## config.mk

```make
export PLATFORM = sky130hd
export DESIGN_NAME = pipe_cla_adder
export DESIGN_NICKNAME = d
export VERILOG_FILES = /design/src/rtl/pipe_cla_adder.sv
export SDC_FILE = /design/constraint.sdc
export NUM_CORES = 1
export LEC_CHECK = 0
export ABC_AREA = 1
export CORE_AREA = 4 4 114 116
export CTS_CLUSTER_SIZE = 12
export DETAILED_ROUTE_END_ITERATION = 10
export DIE_AREA = 0 0 118 120
export PLACE_DENSITY = 0.78
export SYNTH_ARGS = -nofsm -noshare
export SYNTH_HDL_FRONTEND = slang
export SYNTH_SLANG_ARGS = --single-unit
```

## constraint.sdc

```tcl
create_clock -name clk -period 3.2 [get_ports clk]
set_input_delay 0.8 -clock clk [delete_from_list [all_inputs] [get_ports clk]]
set_output_delay 0.8 -clock clk [all_outputs]
set_load 0.01 [all_outputs]
```

## src/rtl/pipe_cla_adder.sv

```systemverilog
// Pipelined carry-lookahead adder/subtractor built from 4-bit CLA slices,
// each exposing its 16 gates to a per-gate stuck-at fault enable bus.
`timescale 1ns/1ps

module pipe_cla_slice (
  input  logic [3:0]  a,
  input  logic [3:0]  b,
  input  logic        ci,
  input  logic [15:0] fen,
  input  logic        fval,
  output logic [3:0]  s,
  output logic        c3,
  output logic        c4
);
  function automatic logic fi(input logic en, input logic val, input logic x);
    return en ? val : x;
  endfunction

  logic [3:0] p_s;
  logic [3:0] g_s;
  logic [4:0] c_s;

  // Slice gates; ID order is S,P,G per bit (3i..3i+2) then C1..C4 (12..15).
  always_comb begin
    p_s = 4'b0000;
    g_s = 4'b0000;
    c_s = 5'b00000;
    s   = 4'b0000;
    for (int i = 0; i < 4; i++) begin
      p_s[i] = fi(fen[3*i+1], fval, a[i] ^ b[i]);
      g_s[i] = fi(fen[3*i+2], fval, a[i] & b[i]);
    end
    c_s[0] = ci;
    c_s[1] = fi(fen[12], fval, g_s[0] | (p_s[0] & ci));
    c_s[2] = fi(fen[13], fval, g_s[1] | (p_s[1] & g_s[0]) | (p_s[1] & p_s[0] & ci));
    c_s[3] = fi(fen[14], fval, g_s[2] | (p_s[2] & g_s[1]) | (p_s[2] & p_s[1] & g_s[0])
                             | (p_s[2] & p_s[1] & p_s[0] & ci));
    c_s[4] = fi(fen[15], fval, g_s[3] | (p_s[3] & g_s[2]) | (p_s[3] & p_s[2] & g_s[1])
                             | (p_s[3] & p_s[2] & p_s[1] & g_s[0])
                             | (p_s[3] & p_s[2] & p_s[1] & p_s[0] & ci));
    for (int i = 0; i < 4; i++) begin
      s[i] = fi(fen[3*i], fval, p_s[i] ^ c_s[i]);
    end
  end

  assign c3 = c_s[3];
  assign c4 = c_s[4];
endmodule

module pipe_cla_adder #(
  parameter int W        = 16,
  parameter int SPS      = 1,
  parameter int NG       = 128,
  parameter int GID_BASE = 0
) (
  input  logic          clk,
  input  logic          rst_n,
  input  logic          in_valid,
  output logic          in_ready,
  input  logic [W-1:0]  a,
  input  logic [W-1:0]  b,
  input  logic          cin,
  input  logic          sub,
  input  logic [NG-1:0] fault_en_bus,
  input  logic          fault_val,
  output logic          out_valid,
  input  logic          out_ready,
  output logic [W-1:0]  sum,
  output logic          cout,
  output logic          ovf
);
  localparam int NS = W / 4;
  localparam int L  = NS / SPS;
  localparam int SW = 4 * SPS;

  // Stage j inputs: s*_s[j]; stage j results: nsum_s[j] / nc_s[j].
  logic [W-1:0]  sa_s   [L];
  logic [W-1:0]  sb_s   [L];
  logic [W-1:0]  ssum_s [L];
  logic [W-1:0]  nsum_s [L];
  logic [L-1:0]  sc_s;
  logic [L-1:0]  sv_s;
  logic [L-1:0]  nc_s;
  logic [NS-1:0] sl_ci_s;
  logic [NS-1:0] sl_co_s;
  logic [NS-1:0] sl_c3_s;
  logic [W-1:0]  sl_sum_s;
  logic [L-1:0]  stage_unused_s;
  logic          unused_s;
  logic          adv_s;

  assign in_ready = !out_valid || out_ready;
  assign adv_s    = in_ready;

  generate
    for (genvar j = 0; j < L; j++) begin : g_st
      localparam logic [W-1:0] ONES = '1;
      localparam logic [W-1:0] MASK = (ONES >> (W - SW)) << (j * SW);

      if (j == 0) begin : g_head
        assign sa_s[0]   = a;
        assign sb_s[0]   = sub ? ~b : b;
        assign sc_s[0]   = sub ? 1'b1 : cin;
        assign ssum_s[0] = '0;
        assign sv_s[0]   = in_valid;
      end else begin : g_reg
        logic [W-1:0] a_r;
        logic [W-1:0] b_r;
        logic [W-1:0] sum_r;
        logic         c_r;
        logic         v_r;

        // Register between slice groups j-1 and j; whole pipe freezes on back-pressure.
        always_ff @(posedge clk or negedge rst_n) begin
          if (!rst_n) begin
            v_r   <= 1'b0;
            c_r   <= 1'b0;
            a_r   <= '0;
            b_r   <= '0;
            sum_r <= '0;
          end else if (adv_s) begin
            v_r   <= sv_s[j-1];
            c_r   <= nc_s[j-1];
            a_r   <= sa_s[j-1];
            b_r   <= sb_s[j-1];
            sum_r <= nsum_s[j-1];
          end
        end

        assign sa_s[j]   = a_r;
        assign sb_s[j]   = b_r;
        assign sc_s[j]   = c_r;
        assign ssum_s[j] = sum_r;
        assign sv_s[j]   = v_r;
      end

      for (genvar m = 0; m < SPS; m++) begin : g_sl
        localparam int K = j * SPS + m;
        if (m == 0) begin : g_cin
          assign sl_ci_s[K] = sc_s[j];
        end else begin : g_chain
          assign sl_ci_s[K] = sl_co_s[K-1];
        end

        pipe_cla_slice u_slice (
          .a    (sa_s[j][4*K +: 4]),
          .b    (sb_s[j][4*K +: 4]),
          .ci   (sl_ci_s[K]),
          .fen  (fault_en_bus[GID_BASE + 16*K +: 16]),
          .fval (fault_val),
          .s    (sl_sum_s[4*K +: 4]),
          .c3   (sl_c3_s[K]),
          .c4   (sl_co_s[K])
        );
      end

      assign nsum_s[j]         = (ssum_s[j] & ~MASK) | (sl_sum_s & MASK);
      assign nc_s[j]           = sl_co_s[(j+1)*SPS - 1];
      assign stage_unused_s[j] = ^{sa_s[j], sb_s[j], ssum_s[j]};
    end
  endgenerate

  // Output register holding the final slice group's result.
  always_ff @(posedge clk or negedge rst_n) begin
    if (!rst_n) begin
      out_valid <= 1'b0;
      sum       <= '0;
      cout      <= 1'b0;
      ovf       <= 1'b0;
    end else if (adv_s) begin
      out_valid <= sv_s[L-1];
      sum       <= nsum_s[L-1];
      cout      <= nc_s[L-1];
      ovf       <= sl_c3_s[NS-1] ^ sl_co_s[NS-1];
    end
  end

  // Gate IDs outside this block and already-consumed operand bits are don't-care.
  assign unused_s = ^{fault_en_bus, sl_c3_s, stage_unused_s};
endmodule
```

# --- Yosys cells after proc, flatten, opt, wreduce, memory -nomap -nowiden ---
# Index checks and enable logic that the tools add are counted.
totals:
  in_bits: 167
  word_cells: 244
  output_inout_bits: 20
  regBits: 145
classes:
  n_bitwise: 157
  muxes: 66
  reduce_logical: 2
ops:
  columns: ["cell", "n"]
  rows:
  - ["$and A1 B1 Y1", 80]
  - ["$mux W1", 65]
  - ["$or A1 B1 Y1", 40]
  - ["$xor A1 B1 Y1", 33]
  - ["$mux W16", 1]
  - ["$not A16 Y16", 1]
  - ["$or A12 B16 Y16", 1]
  - ["$or A8 B12 Y12", 1]
  - ["$or A4 B8 Y8", 1]
  - ["$logic_not A1 Y1", 1]
  - ["$logic_or A1 B1 Y1", 1]

# --- Longest topological paths before layout ---
# Gate-level depths: netlist (run 1).
depth:
  ltp_word: 11
  ltp_mapped: 15

# --- Cells and area by module ---
# A second synthesis (run 1) with hierarchy kept.
unflattened:
  cells_unflattened: 766
  hier_area_um2: 5431.5
by_module_without_submodules:
  columns: ["mod", "seq_area_each_um2", "area_per_inst_um2", "n_inst", "cells_per_inst"]
  rows:
  - ["pipe_cla_adder", 2427.3, 3865.0, 1, 446]
  - ["pipe_cla_slice", 0.0, 391.6, 4, 80]

# --- Worst setup path before layout (run 1) ---
# Ideal clock, no wire load.
synth_timing:
  path_kind: "input to register"
  start: "in sub"
  end: "reg g_st[1].g_reg.sum_r[1]"
  path_buffers: 2
  setup_slack_ns: 0.388
  arrival_ns: 2.679
  path_stages: 12
  required_time_ns: 3.067
  path_cell_list: "buf_2 -> buf_2 -> xor2_1 -> ha_1 -> inv_1 -> o21ai_2 -> ha_1 -> or2_2 -> o21ai_0 -> xnor2_1 -> o21ai_0 -> o21ai_0"
synth_via:
  elab_chain_cells: 8
  elab_cells_between_ends: 13
  cone_classes: "mux (7); bitwise (6)"
synth_lines:
  columns: ["element", "line", "rtl"]
  rows:
  - ["start: declaration", "63", "input logic sub,"]
  - ["$mux W16", "102", "assign sb_s[0] = sub ? ~b : b;"]
  - ["$xor A1 B1 Y1", "30", "p_s[i] = fi(fen[3*i+1], fval, a[i] ^ b[i]);"]
  - ["$mux W1", "16", "return en ? val : x;"]
  - ["$and A1 B1 Y1", "34", "c_s[1] = fi(fen[12], fval, g_s[0] | (p_s[0] & ci));"]
  - ["$or A1 B1 Y1", "34", null]
  - ["$mux W1", "16", null]
  - ["$xor A1 B1 Y1 *", "42", "s[i] = fi(fen[3*i], fval, p_s[i] ^ c_s[i]);"]
  - ["$mux W1 *", "16", null]
  - ["end signal: assignment", "126", "sum_r <= nsum_s[j-1];"]
  - ["end: declaration", "109", "logic [W-1:0] sum_r;"]
# Every way passes the cells marked *; elsewhere a longest branch is shown, timed or not.
# A chain may end at the register's enable or synchronous reset.

# --- Worst setup path after layout (run 1) ---
layout_timing:
  start: "in out_ready"
  end: "out in_ready"
layout_via:
  elab_chain_cells: 1
layout_lines:
  columns: ["element", "line", "rtl"]
  rows:
  - ["start: declaration", "67", "input logic out_ready,"]
  - ["$logic_or A1 B1 Y1", "92", "assign in_ready = !out_valid || out_ready;"]
  - ["end: declaration", "59", "output logic in_ready,"]
# No other way between the ends.

==> results of run 1 <==
-- stage by stage --
stage	power (W)	instance area [µm²]	utilization, %
2_1_floorplan	0.003132	5263	-
3_3_place_gp	0.003815	6634	55.69
3_5_place_dp	0.003888	6634	55.69
4_1_cts	0.005000	6932	58.19
5_1_grt	0.005376	6932	58.19
6_report	0.004937	6932	58.19
-- metal layers --
layer  share of wire (%)  routed length, µm  GRT usage (%)
met1                  47               5917          23.68
met2                  46               5802          30.61
met3                 6.3                801          5.938
met4                0.97                123          4.322
met5                   0                  0              0
-- logic make-up after synthesis --
logic type	after synthesis
DFF	97
xor gates and xnor gates	19
buffers and inverters	105
AOI/OAI and AO/OA	105
and+or+nand+nor	355
adders and majority gates	20
-- Yosys cell counts, types with 2 or more instances --
cell type	number
inv_1	75
o211ai_1	4
inv_2	2
nand4_1	5
xor2_1	4
or2_0	2
o21ai_2	6
buf_2	12
a21oi_1	7
a31oi_1	3
ha_1	20
nand2_2	3
buf_6	2
o21ai_0	79
o21ai_1	4
or2_2	5
nand3_1	32
dfrtp_1	97
nand2_1	285
clkbuf_1	13
xnor2_1	15
nor2_1	21
-- flip-flops by register name, indices dropped and copies added, names as in the netlist --
| register | cells |
|---|---|
| cout | 1 |
| g_st.g_reg.a_r | 24 |
| g_st.g_reg.c_r | 3 |
| sum | 16 |
| out_valid | 1 |
| g_st.g_reg.sum_r | 24 |
| g_st.g_reg.v_r | 3 |
| ovf | 1 |
| g_st.g_reg.b_r | 24 |
-- layout by cell type (no fill, tap or decap) --
| master | n |
|---|---|
| or2_2 | 5 |
| nor2_4 | 1 |
| clkinv_2 | 2 |
| buf_4 | 9 |
| buf_12 | 2 |
| a31oi_1 | 3 |
| nor2_1 | 20 |
| inv_1 | 75 |
| o21ai_1 | 4 |
| a21oi_1 | 7 |
| dfrtp_1 | 97 |
| clkdlybuf4s50_1 | 121 |
| xor2_1 | 4 |
| nand4_2 | 1 |
| o21ai_2 | 6 |
| nand2_1 | 285 |
| clkinvlp_4 | 2 |
| o211ai_1 | 4 |
| clkbuf_16 | 9 |
| clkbuf_8 | 1 |
| o21ai_0 | 79 |
| clkbuf_1 | 1 |
| or2_0 | 2 |
| bufinv_16 | 1 |
| xnor2_1 | 15 |
| nand4_1 | 5 |
| nand3_1 | 32 |
| a22o_1 | 1 |
| a21oi_2 | 1 |
| and2_1 | 1 |
| ha_1 | 20 |
| nand2_2 | 3 |
| inv_2 | 2 |
-- power groups by stage --
stage               clock network (W)  registers, W  logic [W]
floorplan                           0       0.00203    0.00110
global placement                    0       0.00202    0.00180
detailed placement                  0       0.00204    0.00184
CTS                           0.00112       0.00202    0.00186
global route                  0.00116       0.00209    0.00213
finish                        0.00109       0.00202    0.00183
-- worst register-to-register path, stage by stage (launching register included) --
cell and delay [ns]:
dfrtp_1 0.39, ha_1 0.29, inv_1 0.10, o21ai_2 0.08, ha_1 0.17, or2_2 0.28
o21ai_0 0.24, xnor2_1 0.09, o21ai_0 0.14, o21ai_0 0.09
-- final cells by class --
type	instances	area share [%]
clock buffer	11	3.502
clock inverter	5	0.7942
inverter	77	4.170
multi-input combinational	499	34.84
sequential	97	35.02
tap	147	2.653
timing repair buffer	132	19.03
-- how the worst max path moves through the flow --
stage              start                                 end  depth (start not counted)
6_report       out_ready                            in_ready                          4
5_1_grt              sub       g_st[1].g_reg.c_r$_DFFE_PN0P_                         12
4_1_cts        out_ready                            in_ready                          4
3_5_place_dp         sub       g_st[1].g_reg.c_r$_DFFE_PN0P_                         12
3_3_place_gp         sub       g_st[1].g_reg.c_r$_DFFE_PN0P_                         12
2_1_floorplan        sub  g_st[1].g_reg.sum_r[1]$_DFFE_PN0P_                         12
==> results.sh, run 1 <==
export IMPL_status="finished clean"
export IMPL_cts_root_buf="clkbuf_16"
export IMPL_slowest_delay_ns=0.54
export IMPL_switching_share_pct=35.70
export IMPL_synthAdderAreaFrac_pct=4.755
export IMPL_timing_final_crit_share_pct=86.51
export IMPL_fp_row_count=40
export IMPL_min_path_type="in2async"
export IMPL_cts_hold_buf=0
export IMPL_place_ws_ns=0.1225
export IMPL_cts_max_path_buffers=2
export IMPL_antenna_found_initial=0
export IMPL_synthesis_area_um2=5263
export IMPL_diodes=0
export IMPL_yosys_area_top_type="dfrtp_1"
export IMPL_ys_flop_type="dfrtp_1"
export IMPL_multi_input_area_um2=2415
export IMPL_yosys_warnings=0
export IMPL_cell_internal_pwr_w=0.003175
export IMPL_detail_route_vias_per_cell=4.721
export IMPL_syn_to_final_growth_pct=31.72
export IMPL_holdWs_ns=0.4408
export IMPL_period_needed_ns=2.768
export IMPL_initial_core_util_pct=44.18
export IMPL_num_io_pins=187
export IMPL_async_flop_share_pct=100.0
export IMPL_timing_rr_end="g_st[3].g_reg.sum_r[9]$_DFFE_PN0P_"
export IMPL_muxShareOfSynthArea_pct=0
export IMPL_fin_skew_ns=0.007618
export IMPL_fin_setup_tns_ns=0
export IMPL_r2r_start="g_st[2].g_reg.a_r[8]$_DFFE_PN0P_"
export IMPL_place_hpwl_mm=9.229
export IMPL_worst_path_max_fanout=2
export IMPL_drive_gt1_share_pct=5.481
export IMPL_leakage_nw=3.443
export IMPL_grt_pass1_vias=4507
export IMPL_die_area_um2=14160
export IMPL_finalSetupViolCount=0
export IMPL_drcViolationCount=0
export IMPL_critPathRequiredTime_ns=2.40
export IMPL_placedCellCount=952
export IMPL_cts_tree="built"
export IMPL_critPathKind="in2out"
export IMPL_nNetsFinal=1003
export IMPL_grt_max_degree=114
export IMPL_clock_power_share_pct=22.0
export IMPL_register_area_um2=2427
export IMPL_cts_sinks=97
export IMPL_cp_buffers_inverters=3
export IMPL_fin_ws_ns=0.4318
export IMPL_rsz0062_at_grt="no"
export IMPL_ctsResizeCount=0
export IMPL_io_buffers=122
export IMPL_design_core_area_um2=11910
export IMPL_ys_seq_area_share_pct=46.12
export IMPL_synth_simple_area_share_pct=27.01
export IMPL_synth_xor_area_share_pct=3.162
export IMPL_chipWidth_um=118
export IMPL_worst_slew_pin_slew_ns=1.054
export IMPL_cp_data_arrival_time_ns=1.97
export IMPL_cts_buffers=9
export IMPL_syn_inst=701
export IMPL_p_per_area_nw_per_um2=712.3
export IMPL_ir_worst_vdd_uv=371.2
export IMPL_r2r_slack_ns=1.16
export IMPL_hold_violations=0
export IMPL_grt_pass1_wl_mm=21.08
export IMPL_drt_iter0_drc=282
export IMPL_synth_edf_count=0
export IMPL_routedWlPerCell_um=13.06
export IMPL_final_max_slew_viol_count=0
export IMPL_worstSetupStartpointType="primary input"
export IMPL_path_cells="clkdlybuf4s50_1 -> nor2_4 -> inv_2 -> clkdlybuf4s50_1"
export IMPL_routed_wl_mm=12.65
export IMPL_r2r_cells=9
export IMPL_htreeDepth=3
export IMPL_syn_avg_cell_area_um2=7.507
export IMPL_cts_setup_buffers=0
export IMPL_clk_pin_slew_ns=0.06
export IMPL_finalWeightedCongestion=0.8384
export IMPL_synth_compound_area_share_pct=10.82
export IMPL_vias=4570
export IMPL_fill_cells=1121
export IMPL_p_sw_w=0.001763
export IMPL_clk_latency_ns=0.34
export IMPL_path_common_cell="clkdlybuf4s50_1"
export IMPL_crit_slowest_cell="clkdlybuf4s50_1"
export IMPL_final_cells=968
export IMPL_crit_family="buffers and inverters"
export IMPL_postRouteAntennaNets=0
export IMPL_synth_top_family_by_area="simple AND/OR/NAND/NOR gates"
export IMPL_power_frac_comb_pct=37.1
export IMPL_maxCapViolCount=0
export IMPL_ys_ff_latch=97
export IMPL_synth_top_area_share_pct=46.12
export IMPL_pwr_share_seq_pct=40.9
export IMPL_grt_overflow=0
export IMPL_synth_cell_type_count=27
export IMPL_worst_setup_path_end_kind="output pin"
export IMPL_grt_use_total_pct=18.49
export IMPL_fmax_mhz=361.3
export IMPL_maxSlewHeadroom_pct=29.75
export IMPL_die_h_um=120
export IMPL_synth_area_leaders="dfrtp_1 (46%), nand2_1 (20%), o21ai_0 (7.5%)"
export IMPL_drt_pass1_iter_count=4
export IMPL_syn_num_nets=888
Power figures use the tool's default switching activity.
==> run 2: changes to the inputs <==
CELL_PAD_IN_SITES_DETAIL_PLACEMENT = 1   (was unset)
CELL_PAD_IN_SITES_GLOBAL_PLACEMENT = 1   (was unset)
CORE_AREA = 4 4 130 132   (was 4 4 114 116)
DIE_AREA = 0 0 134 136   (was 0 0 118 120)
PLACE_DENSITY = unset   (was 0.78)
PLACE_DENSITY_LB_ADDON = 0.1   (was unset)
==> results.sh, run 2 (synthesis gave the netlist of run 1 again) <==
export IMPL_grt_overflow=0
export IMPL_io_buffers=122
export IMPL_grt_use_total_pct=16.57
export IMPL_mostFrequentLayoutCells="nand2_1 (285), clkdlybuf4s50_1 (121), dfrtp_1 (97)"
export IMPL_register_area_um2=2427
export IMPL_p_per_area_nw_per_um2=710.7
export IMPL_place_area_um2=6720
export IMPL_cp_data_arrival_time_ns=2.92
export IMPL_num_io_pins=187
export IMPL_grt_max_degree=114
export IMPL_period_needed_ns=2.732
export IMPL_postRouteAntennaNets=0
export IMPL_routed_wl_mm=14.70
export IMPL_fill_cells=1957
export IMPL_initial_core_util_pct=33.49
export IMPL_final_max_slew_viol_count=0
export IMPL_die_h_um=136
export IMPL_cts_max_path_buffers=2
export IMPL_routedWlPerCell_um=14.17
export IMPL_worst_setup_path_end_kind="flip-flop"
export IMPL_design_core_area_um2=15710
export IMPL_cts_hold_buf=0
export IMPL_syn_to_final_growth_pct=33.29
export IMPL_critPathRequiredTime_ns=3.39
export IMPL_r2r_slack_ns=1.18
export IMPL_htreeDepth=3
export IMPL_fin_setup_tns_ns=0
export IMPL_drive_gt1_share_pct=5.481
export IMPL_hold_violations=0
export IMPL_cts_setup_buffers=0
export IMPL_placedCellCount=1021
export IMPL_drt_pass1_iter_count=4
export IMPL_place_hpwl_mm=10.70
export IMPL_grt_pass1_vias=4923
export IMPL_fp_row_count=46
export IMPL_multi_input_area_um2=2415
export IMPL_post_route_util_pct=44.64
export IMPL_fmax_mhz=366.1
export IMPL_worstSetupStartpointType="primary input"
export IMPL_final_cells=1037
export IMPL_stdcell_area_um2=7014
export IMPL_nNetsFinal=1003
export IMPL_status="finished clean"
export IMPL_final_common_cell="nand2_1"
export IMPL_fin_skew_ns=0.006252
export IMPL_startpoint="sub"
export IMPL_top_regs="g_st.g_reg.a_r x24, g_st.g_reg.b_r x24, g_st.g_reg.sum_r x24"
export IMPL_die_area_um2=18220
export IMPL_worst_path_max_fanout=3
export IMPL_worst_slew_pin_slew_ns=1.067
export IMPL_clk_pin_slew_ns=0.07
export IMPL_detail_route_vias_per_cell=4.585
export IMPL_vias=4755
export IMPL_critPathKind="in2reg"
export IMPL_timing_final_crit_share_pct=85.36
export IMPL_cts_buffers=9
export IMPL_rsz0062_at_grt="no"
export IMPL_cts_root_buf="clkbuf_16"
export IMPL_grt_pass1_wl_mm=24.26
export IMPL_r2r_start="g_st[1].g_reg.a_r[4]$_DFFE_PN0P_"
export IMPL_finalWeightedCongestion=0.8171
export IMPL_antenna_found_initial=0
export IMPL_drcViolationCount=0
export IMPL_cts_sinks=97
export IMPL_min_path_type="in2async"
export IMPL_power_total_w=0.004985
export IMPL_ir_worst_vdd_uv=621.7
export IMPL_diodes=0
export IMPL_leakage_nw=3.445
export IMPL_clk_latency_ns=0.34
export IMPL_ctsResizeCount=0
export IMPL_chipWidth_um=134
export IMPL_cts_tree="built"
export IMPL_maxCapViolCount=0
export IMPL_maxSlewHeadroom_pct=28.85
export IMPL_finalSetupViolCount=0
export IMPL_drt_iter0_drc=168
-- run 2: report_power, final --
group,switching [W],internal [W]
Combinational,0.00106,0.000810
Sequential,0.000282,0.00174
Clock,0.000481,0.000610
-- run 2: worst paths after layout --
path | to | cells past startpoint
min | sum[2]$_DFFE_PN0P_ | 1
min in group clk | out_valid$_DFFE_PN0P_ | 2
max | g_st[1].g_reg.sum_r[1]$_DFFE_PN0P_ | 11
max in group asynchronous | g_st[3].g_reg.b_r[14]$_DFFE_PN0P_ | 2
max reg2reg | g_st[2].g_reg.sum_r[5]$_DFFE_PN0P_ | 9
min reg2reg | out_valid$_DFFE_PN0P_ | 2
-- run 2: area by class of cell --
cell class | count | share of cell area, %
flip-flops and latches | 97 | 34.61
multi-input cells | 499 | 34.43
repair buffers | 132 | 18.80
inverters | 77 | 4.121
well taps | 216 | 3.853
clock buffers | 10 | 3.264
clock inverters | 6 | 0.9276
-- run 2: stage by stage --
stage	setup WS (ns)	hold WS [ns]
global route	0.3398	0.4863
floorplan	0.3879	0.4198
finish	0.4684	0.4589
CTS	0.4631	0.4665
global placement	0.1515	0.4441
detailed placement	0.07972	0.4481
-- run 2: per-layer routing --
metal | vias to the layer above | wire, µm | track usage, %
li1 | 2423 | - | -
met1 | 2234 | 6888 | 21.75
met2 | 81 | 7132 | 28.02
met3 | 17 | 464 | 3.146
met4 | 0 | 209 | 4.743
met5 | - | 0 | 0
-- run 2: worst max-delay path, stage by stage --
cell	delay, ns
clkdlybuf4s50_1	0.57
xor2_1	0.17
ha_1	0.24
inv_1	0.08
o21ai_2	0.06
ha_1	0.17
or2_2	0.28
o21ai_0	0.21
xnor2_1	0.11
o21ai_0	0.14
o21ai_0	0.08
